[src/rtl/seg_scan_driver_if.sv]
// ----------------------------------------------------------------------------
// seg_scan_driver_if
// Display-side bundle of the clock/calendar back-end.
//   data_show   [11]    upper-field enable
//               [10:6]  upper field (0..31)
//               [5:0]   lower field (0..63)
//   byte_status [2]     blank display
//               [1:0]   scan-rate select
//   segment     7-seg drive, active-high, [0]=a .. [6]=g
//   bytee       one-hot digit enable, bytee[3] = leftmost digit
// master: the producer of data_show/byte_status (selector side).
// slave : the display driver.
// ----------------------------------------------------------------------------
interface seg_scan_driver_if;
  logic [11:0] data_show;
  logic [2:0]  byte_status;
  logic [6:0]  segment;
  logic [3:0]  bytee;

  modport master (
    output data_show,
    output byte_status,
    input  segment,
    input  bytee
  );

  modport slave (
    input  data_show,
    input  byte_status,
    output segment,
    output bytee
  );
endinterface

[src/rtl/seg_scan_driver.sv]
// ----------------------------------------------------------------------------
// seg_scan_driver
// 4-digit multiplexed 7-segment back-end. The two binary fields of data_show
// are converted to BCD by a sequential double-dabble engine (IDLE/CONV/COMMIT),
// committed atomically into four digit registers, and scanned out one digit
// at a time with a registered segment pattern and one-hot digit enable.
// Ports:
//   clock  system clock, rising edge
//   reset  asynchronous, active-low
//   disp   slave side of seg_scan_driver_if (data_show, byte_status in;
//          segment, bytee out)
// Parameter:
//   SCAN_BASE  log2 of the minimum dwell; dwell = 2^(SCAN_BASE+byte_status[1:0])
// ----------------------------------------------------------------------------
module seg_scan_driver #(
  parameter int unsigned SCAN_BASE = 8
) (
  input  logic             clock,
  input  logic             reset,
  seg_scan_driver_if.slave disp
);

  localparam int unsigned CNT_W   = SCAN_BASE + 3;
  localparam int unsigned SHAMT_W = $clog2(CNT_W + 1);
  localparam int unsigned RAW_W   = 12;
  localparam int unsigned BIN_W   = 6;
  localparam int unsigned BCD_W   = 8;
  localparam int unsigned ITER_W  = 3;
  localparam int unsigned DIG_W   = 4;
  localparam int unsigned SEG_W   = 7;
  localparam int unsigned NDIG    = 4;

  localparam logic [ITER_W-1:0] LAST_ITER = ITER_W'(BIN_W - 1);
  localparam logic [DIG_W-1:0]  BLANK     = 4'hF;

  typedef enum logic [1:0] {
    IDLE   = 2'd0,
    CONV   = 2'd1,
    COMMIT = 2'd2
  } state_e;

  // Converter state
  state_e                       state_q,    state_d;
  logic [RAW_W-1:0]             last_raw_q, last_raw_d;
  logic [BIN_W-1:0]             up_bin_q,   up_bin_d;
  logic [BIN_W-1:0]             lo_bin_q,   lo_bin_d;
  logic [BCD_W-1:0]             up_bcd_q,   up_bcd_d;
  logic [BCD_W-1:0]             lo_bcd_q,   lo_bcd_d;
  logic [ITER_W-1:0]            iter_q,     iter_d;
  logic [NDIG-1:0][DIG_W-1:0]   digit_q,    digit_d;
  logic                         upper_en_q, upper_en_d;

  // Scanner and output stage
  logic [CNT_W-1:0]             cnt_q,      cnt_d;
  logic [1:0]                   idx_q,      idx_d;
  logic [SEG_W-1:0]             segment_q,  segment_d;
  logic [NDIG-1:0]              bytee_q,    bytee_d;

  logic [SHAMT_W-1:0]           shamt_c;
  logic [CNT_W-1:0]             tc_mask_c;
  logic                         tc_c;
  logic [DIG_W-1:0]             shown_c;

  // One double-dabble step: +3 on nibbles >= 5, then shift {bcd,bin} left.
  function automatic logic [BCD_W+BIN_W-1:0] dabble(
    input logic [BCD_W-1:0] bcd,
    input logic [BIN_W-1:0] bin
  );
    logic [BCD_W-1:0]       adj;
    logic [BCD_W+BIN_W-1:0] cat;
    adj = bcd;
    if (adj[3:0] >= 4'd5) adj[3:0] = adj[3:0] + 4'd3;
    if (adj[7:4] >= 4'd5) adj[7:4] = adj[7:4] + 4'd3;
    cat = {adj, bin};
    return cat << 1;
  endfunction

  // BCD digit to segment pattern; any non-decimal code blanks the digit.
  function automatic logic [SEG_W-1:0] seg_decode(input logic [DIG_W-1:0] d);
    logic [SEG_W-1:0] s;
    case (d)
      4'd0:    s = 7'h3F;
      4'd1:    s = 7'h06;
      4'd2:    s = 7'h5B;
      4'd3:    s = 7'h4F;
      4'd4:    s = 7'h66;
      4'd5:    s = 7'h6D;
      4'd6:    s = 7'h7D;
      4'd7:    s = 7'h07;
      4'd8:    s = 7'h7F;
      4'd9:    s = 7'h6F;
      default: s = 7'h00;
    endcase
    return s;
  endfunction

  // Converter next-state and datapath
  always_comb begin
    state_d    = state_q;
    last_raw_d = last_raw_q;
    up_bin_d   = up_bin_q;
    lo_bin_d   = lo_bin_q;
    up_bcd_d   = up_bcd_q;
    lo_bcd_d   = lo_bcd_q;
    iter_d     = iter_q;
    digit_d    = digit_q;
    upper_en_d = upper_en_q;

    case (state_q)
      IDLE: begin
        // Input changes are only sampled here, so the display always
        // converges on the latest value without mixing two inputs.
        if (disp.data_show != last_raw_q) begin
          last_raw_d = disp.data_show;
          up_bin_d   = {1'b0, disp.data_show[10:6]};
          lo_bin_d   = disp.data_show[5:0];
          up_bcd_d   = '0;
          lo_bcd_d   = '0;
          iter_d     = '0;
          state_d    = CONV;
        end
      end
      CONV: begin
        {up_bcd_d, up_bin_d} = dabble(up_bcd_q, up_bin_q);
        {lo_bcd_d, lo_bin_d} = dabble(lo_bcd_q, lo_bin_q);
        iter_d = iter_q + ITER_W'(1);
        if (iter_q == LAST_ITER) state_d = COMMIT;
      end
      COMMIT: begin
        digit_d    = {up_bcd_q[7:4], up_bcd_q[3:0], lo_bcd_q[7:4], lo_bcd_q[3:0]};
        upper_en_d = last_raw_q[11];
        state_d    = IDLE;
      end
      default: state_d = IDLE;
    endcase
  end

  // Terminal count: low SCAN_BASE+sel counter bits all ones.
  assign shamt_c   = SHAMT_W'(SCAN_BASE) + SHAMT_W'(disp.byte_status[1:0]);
  assign tc_mask_c = ~({CNT_W{1'b1}} << shamt_c);
  assign tc_c      = ((cnt_q & tc_mask_c) == tc_mask_c);

  // Scanner and output stage next values
  always_comb begin
    cnt_d     = cnt_q + CNT_W'(1);
    idx_d     = idx_q;
    segment_d = '0;
    bytee_d   = '0;
    shown_c   = digit_q[idx_q];

    if (tc_c) idx_d = idx_q + 2'd1;
    // Upper digits (3,2) are blanked while the upper field is disabled.
    if (idx_q[1] && !upper_en_q) shown_c = BLANK;

    if (!disp.byte_status[2]) begin
      bytee_d   = NDIG'(1) << idx_q;
      segment_d = seg_decode(shown_c);
    end
  end

  // All state registers
  always_ff @(posedge clock or negedge reset) begin
    if (!reset) begin
      state_q    <= IDLE;
      last_raw_q <= '0;
      up_bin_q   <= '0;
      lo_bin_q   <= '0;
      up_bcd_q   <= '0;
      lo_bcd_q   <= '0;
      iter_q     <= '0;
      digit_q    <= {NDIG{BLANK}};
      upper_en_q <= 1'b0;
      cnt_q      <= '0;
      idx_q      <= '0;
      segment_q  <= '0;
      bytee_q    <= '0;
    end else begin
      state_q    <= state_d;
      last_raw_q <= last_raw_d;
      up_bin_q   <= up_bin_d;
      lo_bin_q   <= lo_bin_d;
      up_bcd_q   <= up_bcd_d;
      lo_bcd_q   <= lo_bcd_d;
      iter_q     <= iter_d;
      digit_q    <= digit_d;
      upper_en_q <= upper_en_d;
      cnt_q      <= cnt_d;
      idx_q      <= idx_d;
      segment_q  <= segment_d;
      bytee_q    <= bytee_d;
    end
  end

  assign disp.segment = segment_q;
  assign disp.bytee   = bytee_q;

endmodule
[src/flat_wrapper.sv]
// flat-port wrapper written by rule: the top's interface ports become plain ports
module seg_scan_driver_flat 
#(
  parameter int unsigned SCAN_BASE = 8
)
  (clock, reset, disp_data_show, disp_byte_status, disp_segment, disp_bytee);
  seg_scan_driver_if disp_i ();
  input  logic clock;
  input  logic reset;
  input wire logic [$bits(disp_i.data_show)-1:0] disp_data_show;
  input wire logic [$bits(disp_i.byte_status)-1:0] disp_byte_status;
  output wire logic [$bits(disp_i.segment)-1:0] disp_segment;
  output wire logic [$bits(disp_i.bytee)-1:0] disp_bytee;
  assign disp_i.data_show = disp_data_show;
  assign disp_i.byte_status = disp_byte_status;
  assign disp_segment = disp_i.segment;
  assign disp_bytee = disp_i.bytee;
  seg_scan_driver #(.SCAN_BASE(SCAN_BASE)) u_core (.clock(clock), .reset(reset), .disp(disp_i));
endmodule
[config.mk]
export PLATFORM = sky130hd
export DESIGN_NAME = seg_scan_driver_flat
export DESIGN_NICKNAME = d
export VERILOG_FILES = /design/src/rtl/seg_scan_driver_if.sv /design/src/rtl/seg_scan_driver.sv /design/src/flat_wrapper.sv
export SDC_FILE = /design/constraint.sdc
export NUM_CORES = 1
export LEC_CHECK = 0
export ABC_AREA = 1
export CAP_MARGIN = 20
export CORE_MARGIN = 10
export CORE_UTILIZATION = 35
export DETAILED_ROUTE_END_ITERATION = 12
export PLACE_DENSITY_LB_ADDON = 0.08
export SLEW_MARGIN = 25
export SYNTH_ARGS = -nofsm -noshare
export SYNTH_HDL_FRONTEND = slang
export SYNTH_SLANG_ARGS = --single-unit
export TNS_END_PERCENT = 20
[constraint.sdc]
create_clock -name clock -period 1.95 [get_ports clock]
set_clock_uncertainty 0.05 [all_clocks]
set_input_delay 0.39 -clock clock [delete_from_list [all_inputs] [get_ports clock]]
set_output_delay 0.39 -clock clock [all_outputs]
set_load 0.01 [all_outputs]
==> results of run 1 <==
[area by class of cell]
| cell class | count | area (um2) |
|---|---|---|
| Multi-Input combinational cell | 353 | 1830 |
| Tap cell | 168 | 210 |
| Clock buffer | 12 | 246 |
| Clock inverter | 4 | 95.1 |
| Fill cell | 1229 | 6830 |
| Timing Repair Buffer | 47 | 458 |
| Inverter | 58 | 223 |
| Sequential cell | 86 | 2170 |
[flip-flops by register name, indices dropped and copies added, names as in the netlist]
| register | count |
|---|---|
| u_core.cnt_q | 11 |
| u_core.digit_q | 16 |
| u_core.disp.bytee | 4 |
| u_core.disp.segment | 7 |
| u_core.idx_q | 2 |
| u_core.iter_q | 3 |
| u_core.last_raw_q | 12 |
| u_core.lo_bcd_q | 8 |
| u_core.lo_bin_q | 6 |
| u_core.state_q | 2 |
| u_core.up_bcd_q | 8 |
| u_core.up_bin_q | 6 |
| u_core.upper_en_q | 1 |
[synthesized netlist by cell type]
cell / n / area, um2
a21oi_1: 16 / 80.1
a21oi_2: 1 / 8.76
buf_1: 1 / 3.75
buf_2: 2 / 10.0
buf_6: 7 / 78.8
clkbuf_1: 6 / 22.5
dfrtp_1: 70 / 1750
dfstp_2: 16 / 420
ha_1: 20 / 250
inv_1: 51 / 191
inv_2: 6 / 22.5
inv_6: 1 / 8.76
nand2_1: 150 / 563
nand2_2: 5 / 31.3
nand2_4: 3 / 33.8
nand3_1: 40 / 200
nand3_2: 2 / 20.0
nor2_1: 31 / 116
nor2_2: 2 / 12.5
nor2_4: 1 / 11.3
nor3_2: 2 / 20.0
nor3b_2: 1 / 12.5
o21ai_0: 51 / 255
o21ai_1: 8 / 40.0
o21ai_2: 1 / 8.76
or2_2: 2 / 12.5
xnor2_1: 5 / 43.8
xor2_1: 12 / 105
[routing by layer]
metal	vias to the layer above	wire [um]
li1	1704	-
met2	40	3910
met4	0	87
met5	-	0
met3	8	361
met1	1504	4190
[cells by family (layout without fill, tap and decap cells)]
logic type | count (synthesis) | count (layout) | share of synthesized area
xor+xnor | 17 | 17 | 0.0343
compound gates | 77 | 77 | 0.0906
buf+inv | 74 | 121 | 0.0779
simple gates | 239 | 239 | 0.238
fa+ha+maj | 20 | 20 | 0.0577
flops | 86 | 86 | 0.501
[power by group through the flow]
stage	combinational, mW	sequential, mW	clock (mW)
detailed placement	2.92	3.05	0
global route	3.37	3.12	2.11
CTS	2.93	3.03	2.05
global placement	2.87	3.04	0
finish	2.87	3.02	1.97
floorplan	2.17	2.95	0
[final timing paths]
kind	cells past startpoint	from	slack, ns	end
max in group asynchronous	3	reset	0.89	u_core.digit_q[8]
worst min-delay path	1	u_core.cnt_q[0]	0.41	u_core.cnt_q[0]
worst min register to register	1	u_core.cnt_q[0]	0.41	u_core.cnt_q[0]
worst max register to register	9	u_core.idx_q[0]	0.15	u_core.disp.segment[3]
min in group asynchronous	2	reset	0.42	u_core.cnt_q[3]
worst max-delay path	9	u_core.idx_q[0]	0.15	u_core.disp.segment[3]
[critical path: stages (launching register included)]
cell and delay, ns:
dfrtp_1 0.47, inv_6 0.12, nand2_1 0.07, a21oi_2 0.17, nor2_1 0.06, o21ai_0 0.15, ha_1 0.30, nor2_1 0.17
nor2_1 0.07, nor2_1 0.09
[per-stage QoR]
stage	instance area, um2	worst slack [ns]	instances
2_1_floorplan	4340	0.241	513
3_3_place_gp	4880	-0.0823	711
3_5_place_dp	4880	-0.0675	711
4_1_cts	5230	0.0725	728
5_1_grt	5230	0.0124	728
6_report	5230	0.153	728
[what timing repair did]
action | CTS | global route
hold buffers | 1 | 0
gates resized for setup | 0 | 1
endpoints found under the hold margin | 14 | 0
setup endpoints to repair | 0 | 3
==> results.sh, run 1 <==
export IMPL_mostFrequentLayoutCell="nand2_1"
export IMPL_cts_setup_buffers=0
export IMPL_use_met1=0.126
export IMPL_fin_util=0.434
export IMPL_die_w_um=131
export IMPL_clk_pin_slew_ns=0.06
export IMPL_die_h_um=131
export IMPL_criticalPathCategory="reg2reg"
export IMPL_syn_mean_instance_area_um2=8.45
export IMPL_die_area_mm2=0.0172
export IMPL_crit_arrival_ns=2.02
export IMPL_final_period_utilization=0.921
export IMPL_grt_pass1_vias=3221
export IMPL_crit_fanout=7
export IMPL_grt_util_met3=0.0373
export IMPL_worstMarginPinSlew_ns=0.637
export IMPL_power_total_mw=7.86
export IMPL_vias_per_cell=4.47
export IMPL_hpwl_mm=6.01
export IMPL_clock_latency_ns=0.34
export IMPL_gp_congestion=0.751
export IMPL_cts_buffer_depth=2
export IMPL_antenna_found_initial=0
export IMPL_drtAntennaViolNets=0
export IMPL_setup_viol=0
export IMPL_ios=28
export IMPL_finalNetCount=592
export IMPL_switching_share=0.362
export IMPL_h_tree_depth=3
export IMPL_drc=0
export IMPL_required_ns=2.17
export IMPL_pwr_share_clk=0.251
export IMPL_p_int_mw=5.02
export IMPL_synth_seq_area_share=0.501
export IMPL_syn_nets=550
export IMPL_antenna_cells=0
export IMPL_grt_ovfl_total=0
export IMPL_grt_pass1_wl_mm=15.0
export IMPL_holdWs_ns=0.411
export IMPL_numCtsBuffers=9
export IMPL_core_mm2=0.0121
export IMPL_drt_iter0_drc=176
export IMPL_vias=3256
export IMPL_maxSlewHeadroom=0.575
export IMPL_rsz0062_at_grt="false"
export IMPL_totalWireLength_mm=8.54
export IMPL_cp_start_kind="flop"
export IMPL_peakVddDrop_uv=630
export IMPL_fin_crit_ns=1.80
export IMPL_ys_warn_count=0
export IMPL_syn2layout_area_growth_pct=20.7
export IMPL_fin_setup_tns_ns=0
export IMPL_layout_common_cells="nand2_1, dfrtp_1, o21ai_0, inv_1, nand3_1"
export IMPL_p_leak_nw=2.61
export IMPL_end_kind="flop"
export IMPL_clock_sinks=86
export IMPL_ys_types=28
export IMPL_use_met2=0.166
export IMPL_track_usage=0.104
export IMPL_seqPwrFrac=0.384
export IMPL_status="complete, no violations"
export IMPL_hold_class="reg2reg"
export IMPL_initial_core_util=0.359
export IMPL_gr_max_usage_layer="met2"
export IMPL_synth_seq_cells=86
export IMPL_cts_tree="yes"
export IMPL_switchingPower_mw=2.84
export IMPL_syn_inst=513
export IMPL_max_cap_viol_count=0
export IMPL_rows=40
export IMPL_portBuffers=27
export IMPL_power_density_mw_per_mm2=1500
export IMPL_wire_per_inst_um=11.7
export IMPL_grt_max_degree=39
export IMPL_netlist_area_mm2=0.00434
export IMPL_cts_root_buf="clkbuf_16"
export IMPL_layout_drive_gt1_share=0.139
export IMPL_hold_violations=0
export IMPL_slew_viol_final=0
export IMPL_dr_pass1_iters=4
export IMPL_power_share_combinational=0.365
export IMPL_max_freq_mhz=557
Power figures use the tool's default switching activity.
==> run 2, diff against run 1 <==
Settings changed: ABC_AREA 1 to default, CTS_CLUSTER_SIZE from default to 40, PLACE_DENSITY from default to 0.51, PLACE_DENSITY_LB_ADDON 0.08 to default.
==> run 2 against run 1 <==
  * Critical path depth shrank 2
  * Routed wire length is 0.71% lower
  * Sequential power barely moved
  * Clock power fell by 17%
  * First-iteration DRC count shrank 27%
  * Non-clock buffer count rose by 8
  * Fmax decreased by 2.4%
  * Area after synthesis fell by 2.4%
  * Via count shrank 12%
  * Count of clock-buffer cells in the layout did not move
  * Largest cell class unchanged
  * Highest routed layer unchanged
==> results.sh, run 2 <==
export IMPL_switchingPower_mw=2.39
export IMPL_clock_latency_ns=0.34
export IMPL_antenna_found_initial=0
export IMPL_final_cell_area_mm2=0.00514
export IMPL_core_mm2=0.0119
export IMPL_peakVddDrop_uv=596
export IMPL_h_tree_depth=3
export IMPL_synth_adder_area_share=0.0592
export IMPL_cp_start_kind="flop"
export IMPL_synth_seq_cells=86
export IMPL_dr_pass1_iters=5
export IMPL_rr_worst_depth=7
export IMPL_final_cells=575
export IMPL_grt_pass1_vias=2923
export IMPL_end_kind="flop"
export IMPL_die_area_mm2=0.0169
export IMPL_met1_length_mm=3.86
export IMPL_dp_cells=558
export IMPL_grt_ovfl_total=0
export IMPL_yosys_top_cells_area="dfrtp_1, dfstp_2, mux2_2"
export IMPL_p_leak_nw=2.35
export IMPL_maxSlewHeadroom=0.674
export IMPL_totalWireLength_mm=8.48
export IMPL_mostFrequentLayoutCell="dfrtp_1"
export IMPL_clock_sinks=86
export IMPL_vias=2858
export IMPL_ys_warn_count=0
export IMPL_crit_arrival_ns=1.99
export IMPL_pre_cts_ws_ns=-0.325
export IMPL_antenna_cells=0
export IMPL_reg_largest_list="u_core.digit_q x16, u_core.last_raw_q x12, u_core.cnt_q x11"
export IMPL_portBuffers=27
export IMPL_syn_nets=409
export IMPL_synth_edff_count=0
export IMPL_setup_ws_ns=0.108
export IMPL_synth_seq_area_share=0.513
export IMPL_setup_viol=0
export IMPL_gp_congestion=0.762
export IMPL_postSynth_asyncResetShare=1.00
export IMPL_yosys_area_top_type_share=0.414
export IMPL_required_ns=2.10
export IMPL_synth_top_cells_by_count="dfrtp_1, nand2_1, mux2_2"
export IMPL_cts_tree="yes"
export IMPL_ys_types=45
export IMPL_numCtsBuffers=9
export IMPL_syn_inst=372
export IMPL_max_freq_mhz=543
export IMPL_fin_crit_ns=1.84
export IMPL_yosys_area_share_simple=0.115
export IMPL_rsz0062_at_grt="false"
export IMPL_yosysMostFrequentCell="dfrtp_1"
export IMPL_drt_iter0_drc=128
export IMPL_synth_compound_area_frac=0.118
export IMPL_rows=40
export IMPL_synthFlopType="dfrtp_1"
export IMPL_synth_area_leader_cell="dfrtp_1"
export IMPL_cts_root_buf="clkbuf_16"
export IMPL_status="complete, no violations"
export IMPL_final_period_utilization=0.945
export IMPL_track_usage=0.110
export IMPL_syn_mean_instance_area_um2=11.4
export IMPL_initial_core_util=0.355
export IMPL_syn2layout_area_growth_pct=21.5
export IMPL_layout_common_cells="dfrtp_1, nand2_1, mux2_2, clkdlybuf4s50_1, buf_4"
export IMPL_worstMarginPinSlew_ns=0.487
export IMPL_switching_share=0.330
export IMPL_dr_wl_met2_mm=4.20
export IMPL_post_synth_mux_area_share=0.0985
export IMPL_finalNetCount=460
export IMPL_power_share_combinational=0.360
export IMPL_crit_fanout=4
export IMPL_clk_pin_slew_ns=0.06
export IMPL_die_w_um=130
export IMPL_power_density_mw_per_mm2=1410
export IMPL_largest_reg_flops=16
export IMPL_hold_violations=0
export IMPL_layout_drive_gt1_share=0.234
export IMPL_die_h_um=130
export IMPL_hpwl_mm=6.13
export IMPL_top_register="u_core.digit_q"
export IMPL_cts_buffer_depth=2
export IMPL_p_int_mw=4.85
export IMPL_postPlaceCellArea_mm2=0.00481
export IMPL_max_cap_viol_count=0
export IMPL_vias_per_cell=4.97
export IMPL_synth_top_family_by_area="compound AO/OA/AOI/OAI gates"
export IMPL_grt_pass1_wl_mm=14.6
export IMPL_power_total_mw=7.24
export IMPL_dr_wl_met3_um=321
export IMPL_fillers=1141
export IMPL_holdPathStages=1
export IMPL_drc=0
export IMPL_pwr_share_clk=0.226
export IMPL_netlist_area_mm2=0.00423
export IMPL_slew_viol_final=0
export IMPL_drtAntennaViolNets=0
export IMPL_criticalPathCategory="reg2reg"
export IMPL_hold_class="reg2reg"
export IMPL_grt_max_degree=36
export IMPL_wire_per_inst_um=14.7
export IMPL_synth_xor_area_frac=0.0580
export IMPL_fin_setup_tns_ns=0
export IMPL_seqPwrFrac=0.415
export IMPL_top_layer="met4"
export IMPL_ios=28
==> run 2: cell type report <==
type | instances | area, um2 | area share
well taps | 147 | 184 | 0.0358
repair buffers | 55 | 505 | 0.0984
multi-input cells | 254 | 1930 | 0.375
flip-flops and latches | 86 | 2170 | 0.423
inverters | 17 | 63.8 | 0.0124
clock inverters | 4 | 20.0 | 0.00390
clock buffers | 12 | 267 | 0.0519
==> run 2: path summary, 6_finish.rpt <==
| path | startpoint | endpoint | slack (ns) |
|---|---|---|---|
| max reg2reg | u_core.idx_q[0] | u_core.disp.segment[0] | 0.11 |
| min reg2reg | u_core.cnt_q[3] | u_core.cnt_q[3] | 0.42 |
| max in group asynchronous | reset | u_core.digit_q[8] | 0.74 |
| max | u_core.idx_q[0] | u_core.disp.segment[0] | 0.11 |
| min | u_core.cnt_q[3] | u_core.cnt_q[3] | 0.42 |
| min in group asynchronous | reset | u_core.lo_bcd_q[5] | 0.51 |
==> run 2: metrics by stage <==
step           hold slack [ns]   util
2_1_floorplan           0.0444      -
5_1_grt                  0.432  0.431
3_5_place_dp             0.332  0.404
3_3_place_gp             0.335  0.404
6_report                 0.419  0.431
4_1_cts                  0.421  0.429
==> run 2: critical path: stages, from the launching register on <==
cell	delay, ns
dfrtp_2	0.41
mux4_2	0.51
o21bai_4	0.21
inv_1	0.12
ha_1	0.18
mux2i_1	0.08
nand2_1	0.08
a21oi_1	0.06
==> run 2: power groups by stage <==
| stage | Clock, mW | Combinational, mW | Sequential, mW |
|---|---|---|---|
| after global placement | 0 | 2.53 | 3.02 |
| after CTS | 1.71 | 2.61 | 3.01 |
| after floorplan | 0 | 1.85 | 2.91 |
| final | 1.63 | 2.60 | 3.00 |
| after detailed placement | 0 | 2.59 | 3.03 |
| after global routing | 1.78 | 2.96 | 3.10 |
==> run 2: kinds of logic (layout without fill, tap and decap cells) <==
group | Yosys count | count (layout)
flip-flops | 86 | 86
XOR/XNOR | 28 | 28
AO/OA/AOI/OAI | 66 | 66
AND/OR/NAND/NOR | 103 | 103
buffers and inverters | 32 | 88
adder cells (fa/ha/maj) | 20 | 20
multiplexers | 37 | 37
==> run 2: metal layers <==
layer  vias up  GRT usage
met5         -          0
met4         0     0.0317
met3         6     0.0410
met1      1422      0.134
met2        42      0.179
li1       1388          -
==> run 2: what timing repair did <==
item,4_1_cts,5_1_grt
cloned,0,0
gates resized for setup,1,3
setup buffers,0,0
hold endpoints to repair,23,0
setup endpoints to repair,1,12
pin swaps,0,1
hold buffers,1,0
==> run 3, diff against run 2 <==
Settings changed: CORE_UTILIZATION 35 to 40, PLACE_DENSITY 0.51 to 0.57.
==> run 3 against run 2 <==
  * Count of clock-buffer cells in the layout unchanged
  * Routed wire length decreased by 3.0%
  * Largest cell class unchanged
  * Sequential power about the same
  * Hold slack improved by 0.013 ns
  * Clock power decreased by 24%
  * Register-to-register slack got worse by 0.03 ns
  * Critical endpoint is now u_core.disp.segment[6]
  * Sequential cell count unchanged
  * Final area decreased by 1.1%
  * Fmax decreased by 1.6%
  * Total power decreased by 4.9%
  * Via count decreased by 0.98%
  * Core utilization increased by 6.1 points
==> results.sh, run 3 (synthesis results as in run 2) <==
export IMPL_pre_cts_ws_ns=-0.256
export IMPL_setup_viol=0
export IMPL_core_mm2=0.0103
export IMPL_dp_cells=547
export IMPL_worst_path_max_delay_cell="mux4_2"
export IMPL_end_kind="flop"
export IMPL_maxSlewHeadroom=0.700
export IMPL_max_cap_viol_count=0
export IMPL_die_h_um=123
export IMPL_drc=0
export IMPL_final_period_utilization=0.960
export IMPL_clk_pin_slew_ns=0.08
export IMPL_cts_tree="yes"
export IMPL_final_cells=567
export IMPL_vias=2830
export IMPL_setup_ws_ns=0.0777
export IMPL_portBuffers=27
export IMPL_die_area_mm2=0.0151
export IMPL_drtAntennaViolNets=0
export IMPL_grt_max_degree=32
export IMPL_fillers=961
export IMPL_clock_sinks=86
export IMPL_grt_ovfl_total=0
export IMPL_criticalPathCategory="reg2reg"
export IMPL_rows=37
export IMPL_hold_class="reg2reg"
export IMPL_clock_latency_ns=0.35
export IMPL_track_usage=0.117
export IMPL_crit_buf_inv=1
export IMPL_required_ns=2.12
export IMPL_largest_reg_flops=16
export IMPL_grt_pass1_vias=2941
export IMPL_power_density_mw_per_mm2=1350
export IMPL_totalWireLength_mm=8.22
export IMPL_hold_violations=0
export IMPL_crit_arrival_ns=2.04
export IMPL_cts_root_buf="clkbuf_8"
export IMPL_postPlaceCellArea_mm2=0.00480
export IMPL_top_register="u_core.digit_q"
export IMPL_power_total_mw=6.88
export IMPL_initial_core_util=0.410
export IMPL_rsz0062_at_grt="true"
export IMPL_p_leak_nw=2.32
export IMPL_peakVddDrop_uv=607
export IMPL_cp_start_kind="flop"
export IMPL_dr_pass1_iters=4
export IMPL_slew_viol_final=0
export IMPL_final_cell_area_mm2=0.00508
export IMPL_finalNetCount=463
export IMPL_crit_chain="mux4_2 > o21bai_4 > buf_4 > and2_2 > o21ai_1 > a21oi_2"
export IMPL_status="complete, no violations"
export IMPL_h_tree_depth=3
export IMPL_max_stage_delay_ns=0.53
export IMPL_crit_fanout=4
export IMPL_hpwl_mm=5.99
export IMPL_die_w_um=123
export IMPL_antenna_found_initial=0
export IMPL_grt_pass1_wl_mm=14.2
export IMPL_gp_congestion=0.781
export IMPL_drt_iter0_drc=141
export IMPL_max_freq_mhz=534
export IMPL_vias_per_cell=4.99
export IMPL_fin_crit_ns=1.87
export IMPL_mostFrequentLayoutCell="dfrtp_1"
export IMPL_ios=28
export IMPL_layout_drive_gt1_share=0.246
export IMPL_reg_largest_list="u_core.digit_q x16, u_core.last_raw_q x12, u_core.cnt_q x11"
export IMPL_layout_common_cells="dfrtp_1, nand2_1, mux2_2, clkdlybuf4s50_1, buf_4"
export IMPL_numCtsBuffers=9
export IMPL_syn2layout_area_growth_pct=20.1
export IMPL_cts_buffer_depth=2
export IMPL_wire_per_inst_um=14.5
export IMPL_cp_top_family="multiplexers"
export IMPL_worstMarginPinSlew_ns=0.449
export IMPL_antenna_cells=0
run 3: path summary, 6_finish.rpt:
path / from / to / slack [ns] / depth (start not counted)
max: u_core.idx_q[0] / u_core.disp.segment[6] / 0.08 / 6
min: u_core.cnt_q[6] / u_core.cnt_q[6] / 0.43 / 1
max reg2reg: u_core.idx_q[0] / u_core.disp.segment[6] / 0.08 / 6
min reg2reg: u_core.cnt_q[6] / u_core.cnt_q[6] / 0.43 / 1
max in group asynchronous: reset / u_core.digit_q[2] / 0.75 / 3
min in group asynchronous: reset / u_core.iter_q[2] / 0.47 / 2
run 3: through the flow:
step                hold WS [ns]  TNS [ns]  utilization
floorplan                 0.0444         0            -
global placement           0.324     -6.88        0.465
detailed placement         0.328     -6.97        0.465
CTS                        0.434         0        0.485
global route               0.453   -0.0122        0.492
finish                     0.432         0        0.492
run 3: routing by layer:
metal  global-route usage  routed length, um  vias to the layer above  share of wire
li1                     -                  -                     1394              -
met2                0.185               3900                       43           0.47
met4               0.0412                101                        0          0.012
met5                    0                  0                        -              0
met3               0.0340                363                        8          0.044
met1                0.149               3860                     1385           0.47
run 3: timing repair:
item / in CTS / in global routing
hold buffers: 1 / 0
gates cloned: 0 / 0
hold endpoints to repair: 23 / 0
setup buffers: 1 / 2
gates resized for setup: 0 / 12
endpoints found under the setup margin: 1 / 17
pin swaps: 0 / 1
run 3: layout make-up:
class	instances	area, um2	share of cell area
Inverter	17	63.8	0.0126
Timing Repair Buffer	58	539	0.106
Sequential cell	86	2170	0.427
Clock inverter	4	47.5	0.00936
Clock buffer	12	145	0.0286
Tap cell	136	170	0.0335
Multi-Input combinational cell	254	1940	0.382
run 3: power by group:
group / switching [mW] / internal, mW / total (mW)
clock network: 0.619 / 0.625 / 1.24
logic: 1.22 / 1.42 / 2.64
registers: 0.506 / 2.50 / 3.00
